## src/rtl/serial_deframer_pkg.sv

```systemverilog
// Shared types and constants for the serial deframer.
// Optional feature macro: PARITY_CHECK_EN adds the PARITY state.
package serial_deframer_pkg;

   localparam int BYTE_W = 8;
   localparam logic [BYTE_W-1:0] SYNC_PATTERN_DEF = 8'hA5;

   typedef enum logic [1:0] {
      HUNT    = 2'd0,
      COLLECT = 2'd1
`ifdef PARITY_CHECK_EN
      ,
      PARITY  = 2'd2
`endif
   } state_t;

endpackage

```

## src/rtl/deframer_shift8.sv

```systemverilog
// 8-bit MSB-first shift register with synchronous clear and shift enable.
module deframer_shift8
   import serial_deframer_pkg::*;
(
   input  logic              clk,
   input  logic              rst,
   input  logic              clr,
   input  logic              en,
   input  logic              din,
   output logic [BYTE_W-1:0] q
);

   // Clear wins over shift; new bits enter at the LSB end.
   always_ff @(posedge clk) begin
      if (rst || clr) begin
         q <= '0;
      end else if (en) begin
         q <= {q[BYTE_W-2:0], din};
      end
   end

endmodule

```

## src/rtl/serial_deframer.sv

```systemverilog
// Serial deframer: hunts for a sync byte, then assembles FRAME_WORDS
// MSB-first data bytes before hunting again.
// Optional feature macro: PARITY_CHECK_EN (one even-parity bit per byte).
module serial_deframer
   import serial_deframer_pkg::*;
#(
   parameter logic [BYTE_W-1:0] SYNC_PATTERN = SYNC_PATTERN_DEF,
   parameter int                FRAME_WORDS  = 4
) (
   input  logic              clk,
   input  logic              rst,
   input  logic              din,
   input  logic              din_en,
   output logic [BYTE_W-1:0] data_out,
   output logic              data_valid,
   output logic              sync_lock,
   output logic              parity_err
);

   localparam int WCW = (FRAME_WORDS > 1) ? $clog2(FRAME_WORDS) : 1;
   localparam logic [WCW-1:0] LAST_WORD = WCW'(FRAME_WORDS - 1);

   state_t            state;
   logic [2:0]        bit_cnt;
   logic [WCW-1:0]    word_cnt;
   logic [BYTE_W-1:0] window_q;
   logic [BYTE_W-1:0] window_next;
   logic [BYTE_W-1:0] data_q;
   logic              hunt_shift;
   logic              collect_shift;
   logic              sync_hit;
   logic              last_word;
   logic              frame_end;

   assign window_next   = {window_q[BYTE_W-2:0], din};
   assign hunt_shift    = din_en && (state == HUNT);
   assign collect_shift = din_en && (state == COLLECT);
   assign sync_hit      = hunt_shift && (window_next == SYNC_PATTERN);
   assign last_word     = (word_cnt == LAST_WORD);

`ifdef PARITY_CHECK_EN
   assign frame_end = din_en && (state == PARITY) && last_word;
`else
   logic [BYTE_W-1:0] data_next;
   assign data_next = {data_q[BYTE_W-2:0], din};
   assign frame_end = collect_shift && (bit_cnt == 3'd7) && last_word;
`endif

   // Sync search window: shifts only while hunting, cleared when a frame ends
   // so a fresh 8 bits are needed before the next match.
   deframer_shift8 u_window (
      .clk (clk),
      .rst (rst),
      .clr (frame_end),
      .en  (hunt_shift),
      .din (din),
      .q   (window_q)
   );

   // Payload shifter: shifts only in COLLECT; parity bits never enter it.
   deframer_shift8 u_data (
      .clk (clk),
      .rst (rst),
      .clr (sync_hit),
      .en  (collect_shift),
      .din (din),
      .q   (data_q)
   );

   // Frame FSM with registered outputs; valid/error are single-cycle pulses.
   always_ff @(posedge clk) begin
      if (rst) begin
         state      <= HUNT;
         bit_cnt    <= '0;
         word_cnt   <= '0;
         data_out   <= '0;
         data_valid <= 1'b0;
         sync_lock  <= 1'b0;
`ifdef PARITY_CHECK_EN
         parity_err <= 1'b0;
`endif
      end else begin
         data_valid <= 1'b0;
`ifdef PARITY_CHECK_EN
         parity_err <= 1'b0;
`endif
         case (state)
            HUNT: begin
               if (sync_hit) begin
                  state     <= COLLECT;
                  bit_cnt   <= '0;
                  word_cnt  <= '0;
                  sync_lock <= 1'b1;
               end
            end
            COLLECT: begin
               if (din_en) begin
                  bit_cnt <= bit_cnt + 3'd1;
                  if (bit_cnt == 3'd7) begin
`ifdef PARITY_CHECK_EN
                     state <= PARITY;
`else
                     data_out   <= data_next;
                     data_valid <= 1'b1;
                     if (last_word) begin
                        state     <= HUNT;
                        sync_lock <= 1'b0;
                     end else begin
                        word_cnt <= word_cnt + 1'b1;
                     end
`endif
                  end
               end
            end
`ifdef PARITY_CHECK_EN
            PARITY: begin
               if (din_en) begin
                  data_out   <= data_q;
                  data_valid <= 1'b1;
                  parity_err <= ^{data_q, din};
                  if (last_word) begin
                     state     <= HUNT;
                     sync_lock <= 1'b0;
                  end else begin
                     state    <= COLLECT;
                     word_cnt <= word_cnt + 1'b1;
                  end
               end
            end
`endif
            default: begin
               state <= HUNT;
            end
         endcase
      end
   end

`ifndef PARITY_CHECK_EN
   assign parity_err = 1'b0;
`endif

endmodule

```

## config.mk

```make
export PLATFORM = sky130hd
export DESIGN_NAME = serial_deframer
export DESIGN_NICKNAME = d
export VERILOG_FILES = /design/src/rtl/serial_deframer_pkg.sv /design/src/rtl/deframer_shift8.sv /design/src/rtl/serial_deframer.sv
export SDC_FILE = /design/constraint.sdc
export NUM_CORES = 1
export LEC_CHECK = 0
export CORE_UTILIZATION = 48
export CTS_BUF_LIST = sky130_fd_sc_hd__clkbuf_16
export CTS_CLUSTER_SIZE = 16
export DETAILED_ROUTE_END_ITERATION = 10
export PLACE_DENSITY = 0.73
export SYNTH_ARGS = -nofsm -noshare
export SYNTH_HDL_FRONTEND = slang
export SYNTH_SLANG_ARGS = --single-unit
```

## constraint.sdc

```tcl
create_clock -name clk -period 1.6 [get_ports clk]
set_input_delay 0.32 -clock clk [delete_from_list [all_inputs] [get_ports clk]]
set_output_delay 0.32 -clock clk [all_outputs]
set_load 0.03 [all_outputs]
```

==> key figures, run 1 <==
Detailed routing
  • Remaining antenna violation count: 0
  • Wire per inst: 13.3 um
  • DRC: 0
  • Drt via density: 5.41
  • 1st-pass router iterations: 6
  • Routed WL: 2570 um
  • Via count: 1049
  • Starting DRC count in detailed routing: 41

Worst setup path
  • WS Path Type: reg -> out
  • Worst reg2reg startpoint: bit_cnt[0]
  • Critical Path RT: 1.28 ns
  • Critical path fanouts, max: 1
  • Slowest-stage cell, CP: clkdlybuf4s50_1
  • Levels on crit path: 1
  • Crit Reg-Reg Endpoint: sync_lock
  • Reg-to-reg setup timing slack: 0.07 ns
  • Crit-path leading delay family: buffers and inverters
  • CP Capture Point: data_valid
  • CP Cell Sequence: clkdlybuf4s50_1
  • Cell count of the worst reg-to-reg path: 5
  • CP Capture Type: output port
  • Worst Path Arrival: 1.23 ns
  • Largest stage delay, worst path: 0.65 ns
  • CP startpoint: data_valid
  • Type of origin of the critical path: flip-flop
  • Buf/Inv on CP: 1

Placed design
  • Post-Place Cells: 186
  • DP Wirelength: 1740 um
  • GPL Wtd Cong: 0.815
  • Placement Setup Slack: -0.140 ns
  • Number of port buffers: 13

Clock tree
  • H-tree levels: 2
  • Clock Latency Late Sink: 0.27 ns
  • Cts bufs inserted: 5
  • Clock transition at path regs: 0.05 ns
  • Clock sinks: 29
  • Clk buf depth: 2
  • CTS tree: done
  • Root Driver: clkbuf_16
  • Hold_buf cts: 0

Global route
  • Vias in the first global route: 982
  • First-pass GRT wire length: 4360 um
  • Initial antenna violation count: 0
  • Largest net degree at the start of global routing: 15
  • GRT Residual Overflow: 0
  • Gr usage total: 22.8%

Synthesis
  • Count leader, synth: nand2_1
  • Top FF cell, synth: dfxtp_1
  • Post-synthesis sequential area ratio: 48.4%
  • Area contributors post-synth: dfxtp_1 (48%), nand2_1 (15%), a21oi_1 (11%)
  • Syn Std Cell Area: 1200 sq um
  • Ys async rst share: 0%
  • Syn_nets: 152
  • Synthesized instance count: 145
  • Yosys top cell by area: dfxtp_1
  • Flops & latches, synth: 29
  • Post-synth cell types: 28
  • Mean Syn Cell Area: 8.28 sq um
  • Yosys Warn Count: 0
  • Most frequent cells after synthesis: nand2_1 (48), dfxtp_1 (29), a21oi_1 (26)
  • Number of flops mapped to enable cells by yosys: 0
  • Synth top area share: 48.4%

STA
  • FMAX: 646 MHz
  • Final worst-path cycle share: 96.8%
  • Final setup fails: 0
  • Crit path time final: 1.55 ns
  • Final hold slack: 0.455 ns
  • Final Hold Vio Count: 0
  • Worst Skew: 0.00259 ns
  • Max Slew Vio Count: 0
  • RSZ-0062 raised after global routing: no
  • Sum of negative setup slack: 0 ns
  • Worst setup margin: 0.0517 ns

Die
  • Die footprint: 2700 sq um
  • Die X-Extent: 52.0 um
  • Chip height: 52.0 um
  • Top Ports: 15
  • Core Region: 2280 sq um
  • Row count: 17
  • Initial Util: 52.7%

Status
  • Outcome: complete, no violations

Final layout
  • Layout cells sized above 1: 12.7%
  • Area Overhead vs Synth: 30.4%
  • Nets: 172
  • N_diodes: 0
  • Fin cells: 194

Power and ir drop
  • Pleak: 0.688 nW
  • Power per standard cell area: 1150 nW/um^2
  • Maximum VDD drop: 0.834 mV

Job
  • Max Cap Viol: 0

Worst hold path
  • Hold WC Path Type: reg -> reg
==> timing repair <==
action                                  in CTS  in global routing
endpoints found under the setup margin       3                  7
setup buffers                                0                  0
gates resized for setup                      3                  8
==> per-stage QoR <==
stage | total power [W] | area [sq um] | util (%)
global placement | 0.000793 | 1380 | 60.8
floorplan | 0.000776 | 1200 | -
finish | 0.00181 | 1570 | 68.8
detailed placement | 0.000795 | 1380 | 60.8
CTS | 0.00182 | 1540 | 67.8
global route | 0.00186 | 1570 | 68.8
==> layout by cell type (no fill, tap or decap) <==
| master | instances |
|---|---|
| a311oi_1 | 4 |
| nor3_1 | 1 |
| and3_1 | 1 |
| conb_1 | 1 |
| o21ba_2 | 1 |
| clkinv_1 | 1 |
| clkdlybuf4s50_1 | 4 |
| a31oi_1 | 1 |
| o21ai_0 | 1 |
| nor2_1 | 2 |
| nand3_1 | 2 |
| clkbuf_16 | 5 |
| buf_4 | 9 |
| nand2b_1 | 3 |
| nand4b_1 | 2 |
| nand2_1 | 48 |
| inv_1 | 3 |
| dfxtp_1 | 29 |
| nor2b_1 | 3 |
| dlymetal6s2s_1 | 6 |
| dlygate4sd2_1 | 3 |
| o31ai_4 | 1 |
| a21o_4 | 1 |
| or4b_4 | 1 |
| bufinv_16 | 1 |
| and2_1 | 1 |
| ha_1 | 3 |
| a21oi_1 | 26 |
| o221a_2 | 1 |
| o21bai_2 | 1 |
==> registers in the layout, summed over array words and instances (netlist names) <==
| register | cells |
|---|---|
| u_data.q | 7 |
| bit_cnt | 3 |
| data_valid | 1 |
| sync_lock | 1 |
| u_window.q | 7 |
| word_cnt | 2 |
| data_out | 8 |
==> kinds of logic after synthesis <==
family | count (synthesis) | share of synthesized area [%]
simple gates | 64 | 23.7
compound gates | 37 | 19.8
flops | 29 | 48.4
buf+inv | 11 | 4.69
fa+ha+maj | 3 | 3.13
other cells | 1 | 0.313
==> power breakdown <==
| group | internal [W] | switching, W | leakage, nW |
|---|---|---|---|
| clock network | 0.000720 | 0.000302 | 0.0826 |
| logic | 0.0000226 | 0.0000319 | 0.371 |
| registers | 0.000727 | 0.00000203 | 0.234 |
| total | 0.00147 | 0.000336 | 0.688 |
==> metal layers <==
layer / global-route usage (%) / wire length, um / vias to the layer above
met5: 0 / 0 / -
met4: 11.7 / 55 / 0
met1: 26.8 / 1150 / 490
met3: 8.19 / 110 / 5
met2: 35.9 / 1250 / 26
li1: - / - / 528
==> cell type report <==
class / count / area, sq um
Sequential cell: 29 / 581
Fill cell: 185 / 711
Multi-Input combinational cell: 105 / 571
Timing Repair Buffer: 22 / 209
Inverter: 2 / 7.51
Tap cell: 28 / 35.0
Clock buffer: 5 / 125
Clock inverter: 3 / 37.5
==> worst min path at each step <==
stage / startpoint / to / slack, ns / cells after the start
2_1_floorplan: u_data.q[6] / data_out[7] / 0.43 / 2
3_3_place_gp: data_out[7] / data_out[7] / 0.44 / 2
3_5_place_dp: data_out[6] / data_out[6] / 0.45 / 2
4_1_cts: data_out[4] / data_out[4] / 0.46 / 2
5_1_grt: u_window.q[6] / u_window.q[6] / 0.48 / 2
6_report: data_out[4] / data_out[4] / 0.46 / 2
No activity file was read; power rests on OpenSTA's default activity.
==> run 2: changes to the inputs <==
Settings changed: CORE_UTILIZATION 48 to 49, PLACE_DENSITY 0.73 to 0.74, SYNTH_HIERARCHICAL from default to 1.
==> run 2 against run 1 <==
Net effect:
- final area increased by 0.40%
- utilization is 0.36 points lower
- die area increased by 0.50%
- worst hold slack worse by 0.0050 ns
- global-route usage shrank 0.79 points
==> key figures, run 2 <==
Die
  • Chip height: 52.1 um (+0.25%)
  • Top Ports: 15 (unchanged)
  • Die footprint: 2720 sq um (+0.50%)
  • Initial Util: 53.6% (+0.87 points)
  • Core Region: 2300 sq um (+0.93%)
  • Row count: 17 (unchanged)
  • Die X-Extent: 52.1 um (+0.25%)

Worst setup path
  • Critical Path RT: 1.28 ns (about the same)
  • CP startpoint: data_valid
  • Type of origin of the critical path: flip-flop
  • CP Capture Type: output port
  • Worst Path Arrival: 1.23 ns (about the same)
  • Slowest-stage cell, CP: clkdlybuf4s50_1
  • Largest stage delay, worst path: 0.65 ns (about the same)
  • Crit-path leading delay family: buffers and inverters
  • WS Path Type: reg -> out
  • Reg-to-reg setup timing slack: 0.11 ns (+0.04 ns)
  • Critical path fanouts, max: 1 (unchanged)
  • Buf/Inv on CP: 1 (unchanged)
  • Worst reg2reg startpoint: bit_cnt[0]
  • CP Cell Sequence: clkdlybuf4s50_1

Detailed routing
  • Starting DRC count in detailed routing: 16 (-61%)
  • Routed WL: 2390 um (-7.1%)
  • Drt via density: 5.25 (-2.9%)
  • Remaining antenna violation count: 0 (unchanged)
  • 1st-pass router iterations: 4 (-2)
  • Wire per inst: 13.8 um (+4.2%)
  • DRC: 0 (unchanged)
  • Via count: 908 (-13%)

Worst hold path
  • Hold WC Path Type: reg -> reg
  • HP Start: data_out[1]

Synthesis
  • Synthesized instance count: 126 (-13%)
  • Syn Std Cell Area: 1230 sq um (+2.6%)
  • Mean Syn Cell Area: 9.77 sq um (+18%)
  • Syn_nets: 133 (-13%)
  • Yosys Warn Count: 6 (+6)

STA
  • Worst Skew: 0.00444 ns (+0.00185 ns)
  • Final worst-path cycle share: 96.6% (-0.15 points)
  • Worst setup margin: 0.0542 ns (+0.00243 ns)
  • FMAX: 647 MHz (+0.16%)
  • RSZ-0062 raised after global routing: no
  • Final Hold Vio Count: 0 (unchanged)
  • Crit path time final: 1.55 ns (-0.00243 ns)
  • Max Slew Vio Count: 0 (unchanged)
  • Final setup fails: 0 (unchanged)

Power and ir drop
  • Pleak: 0.723 nW (+5.1%)
  • Maximum VDD drop: 1.49 mV (+78%)
  • Tot Pwr: 0.00198 W (+9.8%)
  • Power per standard cell area: 1260 nW/um^2 (+9.4%)

Clock tree
  • Cts bufs inserted: 5 (unchanged)
  • Clk buf depth: 2 (unchanged)
  • Clock Latency Late Sink: 0.27 ns (about the same)
  • Clock transition at path regs: 0.05 ns (about the same)
  • CTS tree: done
  • Clock sinks: 29 (unchanged)
  • Root Driver: clkbuf_16
  • H-tree levels: 2 (unchanged)
  • Post-CTS Setup Bufs: 0 (unchanged)

Final layout
  • Fin area: 1570 sq um (+0.40%)
  • Max FFs per register: 8 (unchanged)
  • Commonest non-fill, non-tap cell in the layout: dfxtp_1
  • N_diodes: 0 (unchanged)
  • Most flop-heavy register: data_out
  • Area Overhead vs Synth: 27.6%
  • Layout cells sized above 1: 17.2% (+4.6 points)
  • Nets: 151 (-12%)
  • Commonest non-fill, non-tap cells in the layout: dfxtp_1 (29), nand2_1 (19), nor2_1 (16), mux2i_1 (15), a21oi_1 (10)
  • Largest regs: data_out x8, u_data/q x7, u_window/q x7

Global route
  • GRT Residual Overflow: 0 (unchanged)
  • Vias in the first global route: 906 (-7.7%)
  • Largest net degree at the start of global routing: 13 (-2)
  • Gr usage total: 22.0% (-0.79 points)
  • First-pass GRT wire length: 4110 um (-5.7%)
  • Initial antenna violation count: 0 (unchanged)

Job
  • Max Cap Viol: 0 (unchanged)

Placed design
  • DP Wirelength: 1670 um (-3.7%)
  • Number of port buffers: 13 (unchanged)
  • Post-DP Area: 1370 sq um (-0.90%)
  • GPL Wtd Cong: 0.731 (-10%)
  • Placement Setup Slack: -0.119 ns (+0.0206 ns)

Status
  • Outcome: complete, no violations
run 2: path summary, 6_finish.rpt:
path | end | cells after the start
setup / recovery | data_valid | 1
hold / removal | data_out[1] | 2
setup reg to reg | u_window/q[6] | 6
hold reg to reg | data_out[1] | 2
run 2: power breakdown:
part	switching (W)	internal (W)	total, W
Clock	0.000315	0.000887	0.00120
Combinational	0.0000291	0.0000233	0.0000523
Sequential	0.00000215	0.000727	0.000729
Total	0.000346	0.00164	0.00198
run 2: layout make-up:
| type | count | area, sq um |
|---|---|---|
| Clock inverter | 3 | 65.1 |
| Multi-Input combinational cell | 87 | 568 |
| Tap cell | 28 | 35.0 |
| Fill cell | 178 | 726 |
| Timing Repair Buffer | 21 | 198 |
| Sequential cell | 29 | 581 |
| Clock buffer | 5 | 125 |
run 2: repair_timing:
action / in CTS / in global routing
hold buffers: 0 / 0
cloned: 0 / 0
setup endpoints to repair: 4 / 6
resized for setup: 4 / 6
run 2: routing by layer:
metal / share of wire [%] / routed length, um / GRT usage (%) / vias to the layer above
li1: - / - / - / 464
met1: 46 / 1110 / 25.6 / 425
met2: 49 / 1170 / 35.9 / 14
met3: 3.1 / 75 / 6.14 / 5
met4: 1.8 / 44 / 12.2 / 0
met5: 0 / 0 / 0 / -
run 2: through the flow:
step                util (%)  hold slack, ns  TNS (ns)  cells
floorplan                  -           0.392         0    126
global placement        59.7           0.443    -0.705    165
detailed placement      59.7           0.448     -1.58    165
CTS                     67.8           0.455         0    173
global route            68.4           0.461         0    173
finish                  68.4           0.450         0    173
==> run 3: changes to the inputs <==
Settings changed: CORE_UTILIZATION 49 to 48, CTS_BUF_LIST sky130_fd_sc_hd__clkbuf_16 to default, GPL_TIMING_DRIVEN from default to 0, PLACE_DENSITY 0.74 to 0.73, SYNTH_HIERARCHICAL 1 to default.
==> run 3 against run 2 <==
Net effect:
- global-route usage fell by 1.2 points
- critical path depth rose by 5
- clock skew barely moved
- largest power group is now registers
- sequential cell count did not move
- combinational power fell by 7.1%
- sequential power barely moved
==> key figures, run 3 (synthesis gave the netlist of run 1 again) <==
Worst hold path
  • Hold WC Path Type: in -> reg
  • HP Start: rst
  • Hold path cells: 2 (unchanged)

Detailed routing
  • Routed WL: 2340 um (-2.3%)
  • Remaining antenna violation count: 0 (unchanged)
  • Wire per inst: 12.1 um (-12%)
  • DRC: 0 (unchanged)
  • 1st-pass router iterations: 4 (unchanged)
  • Drt via density: 5.28 (+0.69%)
  • Via count: 1020 (+12%)
  • Starting DRC count in detailed routing: 29 (+13)

Final layout
  • Most flop-heavy register: data_out
  • N_diodes: 0 (unchanged)
  • Nets: 171 (+13%)
  • Fillers: 197 (+11%)
  • Fin area: 1460 sq um (-7.1%)
  • Area Overhead vs Synth: 21.7%
  • Commonest non-fill, non-tap cells in the layout: nand2_1 (48), dfxtp_1 (28), a21oi_1 (26), dlygate4sd2_1 (10), clkbuf_4 (6)
  • Max FFs per register: 8 (unchanged)
  • Layout cells sized above 1: 12.7% (-4.5 points)
  • Largest regs: data_out x8, u_data.q x7, u_window.q x7
  • Commonest non-fill, non-tap cell in the layout: nand2_1

Worst setup path
  • Critical Path RT: 1.87 ns (+0.59 ns)
  • Reg-to-reg setup timing slack: 0.07 ns (-0.04 ns)
  • Type of origin of the critical path: flip-flop
  • CP Capture Point: sync_lock
  • Slowest-stage cell, CP: dfxtp_2
  • CP Capture Type: flip-flop
  • Worst reg2reg startpoint: bit_cnt[0]
  • CP Cell Sequence: ha_2 > ha_4 > and3_1 > buf_6 > a21o_4 > o21ba_2
  • WS Path Type: reg -> reg
  • Worst Path Arrival: 1.81 ns (+0.58 ns)
  • Critical path fanouts, max: 9 (+8)
  • Cell count of the worst reg-to-reg path: 6 (unchanged)
  • Crit Reg-Reg Endpoint: sync_lock
  • CP startpoint: bit_cnt[0]
  • Largest stage delay, worst path: 0.34 ns (-0.31 ns)

STA
  • Final setup fails: 0 (unchanged)
  • Worst Skew: 0.00480 ns (+0.000354 ns)
  • Final Hold Vio Count: 0 (unchanged)
  • RSZ-0062 raised after global routing: no
  • Final worst-path cycle share: 95.9% (-0.72 points)
  • Max Slew Vio Count: 0 (unchanged)
  • Sum of negative setup slack: 0 ns (unchanged)
  • FMAX: 652 MHz (+0.75%)
  • Worst setup margin: 0.0657 ns (+0.0115 ns)
  • Crit path time final: 1.53 ns (-0.0115 ns)

Global route
  • First-pass GRT wire length: 3960 um (-3.7%)
  • Initial antenna violation count: 0 (unchanged)
  • GRT Residual Overflow: 0 (unchanged)
  • Vias in the first global route: 951 (+5.0%)
  • Gr usage total: 20.7% (-1.2 points)
  • Largest net degree at the start of global routing: 11 (-2)

Power and ir drop
  • Sw power: 0.000278 W (-20%)
  • Sequential Power Share: 52.1% (+15 points)
  • Combinational share of power: 3.5% (+0.9 points)
  • Pleak: 0.551 nW (-24%)
  • Switching Share: 20.0% (+2.5 points)
  • Clock share of power: 44.4% (-16 points)
  • Tot Pwr: 0.00139 W (-30%)
  • Power per standard cell area: 954 nW/um^2 (-24%)
  • Internal: 0.00111 W (-32%)
  • Maximum VDD drop: 0.780 mV (-47%)

Die
  • Row count: 17 (unchanged)
  • Die footprint: 2700 sq um (-0.50%)
  • Core Region: 2280 sq um (-0.93%)
  • Chip height: 52.0 um (-0.25%)
  • Die X-Extent: 52.0 um (-0.25%)
  • Initial Util: 52.7% (-0.87 points)
  • Top Ports: 15 (unchanged)

Clock tree
  • Root Driver: clkbuf_4
  • Cts bufs inserted: 5 (unchanged)
  • Clock Latency Late Sink: 0.32 ns (+0.05 ns)
  • CTS tree: done
  • Clk buf depth: 2 (unchanged)
  • Clock sinks: 29 (unchanged)
  • Clock transition at path regs: 0.09 ns (+0.04 ns)
  • H-tree levels: 2 (unchanged)

Placed design
  • Placement Setup Slack: -0.302 ns (-0.183 ns)
  • Post-DP Area: 1360 sq um (-1.2%)
  • GPL Wtd Cong: 0.782 (+6.9%)
  • Number of port buffers: 12 (-1)
  • DP Wirelength: 1690 um (+0.96%)

Status
  • Outcome: complete, no violations

Job
  • Max Cap Viol: 0 (unchanged)
## run 3: cell types whose count changed in the layout (fill, tap and decap cells not counted), sizes merged, moves of 3 or more
cell | before | now
a21oi | 10 | 26
buf | 8 | 5
clkbuf | 5 | 11
dlygate4sd2 | 4 | 10
dlymetal6s2s | 5 | 0
mux2i | 15 | 0
nand2 | 19 | 48
nor2 | 16 | 2
## run 3: worst min-delay path by stage
stage and end:
2_1_floorplan data_out[7], 3_3_place_gp data_out[1], 3_5_place_dp data_out[6], 4_1_cts bit_cnt[0]
5_1_grt bit_cnt[0], 6_report bit_cnt[0]
## run 3: final cells by class
type / instances / area, sq um / share of cell area (%)
sequential: 29 / 582 / 39.8
timing repair buffer: 12 / 108 / 7.37
tap: 28 / 35.0 / 2.40
buffer: 9 / 57.6 / 3.94
clock inverter: 1 / 30.0 / 2.06
multi-input combinational: 105 / 586 / 40.1
clock buffer: 7 / 55.1 / 3.77
inverter: 2 / 7.51 / 0.514
## run 3: routing by layer
metal  wire length [um]  global-route usage (%)
met1               1040                    22.0
met2               1160                    35.3
met3                101                    6.14
met4                 34                    13.5
met5                  0                       0
## run 3: power groups by stage
| stage | sequential [W] | clock, W | combinational [W] |
|---|---|---|---|
| after CTS | 0.000726 | 0.000638 | 0.0000486 |
| after floorplan | 0.000742 | 0 | 0.0000337 |
| after detailed placement | 0.000743 | 0 | 0.0000470 |
| after global routing | 0.000726 | 0.000664 | 0.0000538 |
| after global placement | 0.000743 | 0 | 0.0000464 |
| final | 0.000726 | 0.000619 | 0.0000486 |
## run 3: through the flow
stage / std cells / util [%] / hold WS [ns]
after floorplan: 145 / - / 0.432
final: 193 / 64.2 / 0.371
after CTS: 193 / 63.9 / 0.352
after detailed placement: 185 / 59.5 / 0.449
after global routing: 193 / 64.2 / 0.382
after global placement: 185 / 59.5 / 0.443
## run 3: worst max-delay path: cells and delay by family, from the launching register on
kind | cells | cell delay (ns)
compound gates | 2 | 0.46
fa+ha+maj | 2 | 0.36
flops | 1 | 0.34
simple gates | 1 | 0.19
buf+inv | 1 | 0.13
## run 3: repair_timing
action,in CTS,in global routing
setup endpoints to repair,18,3
pin swaps,0,1
buffers inserted,0,0
hold buffers,0,0
gates resized for setup,16,2
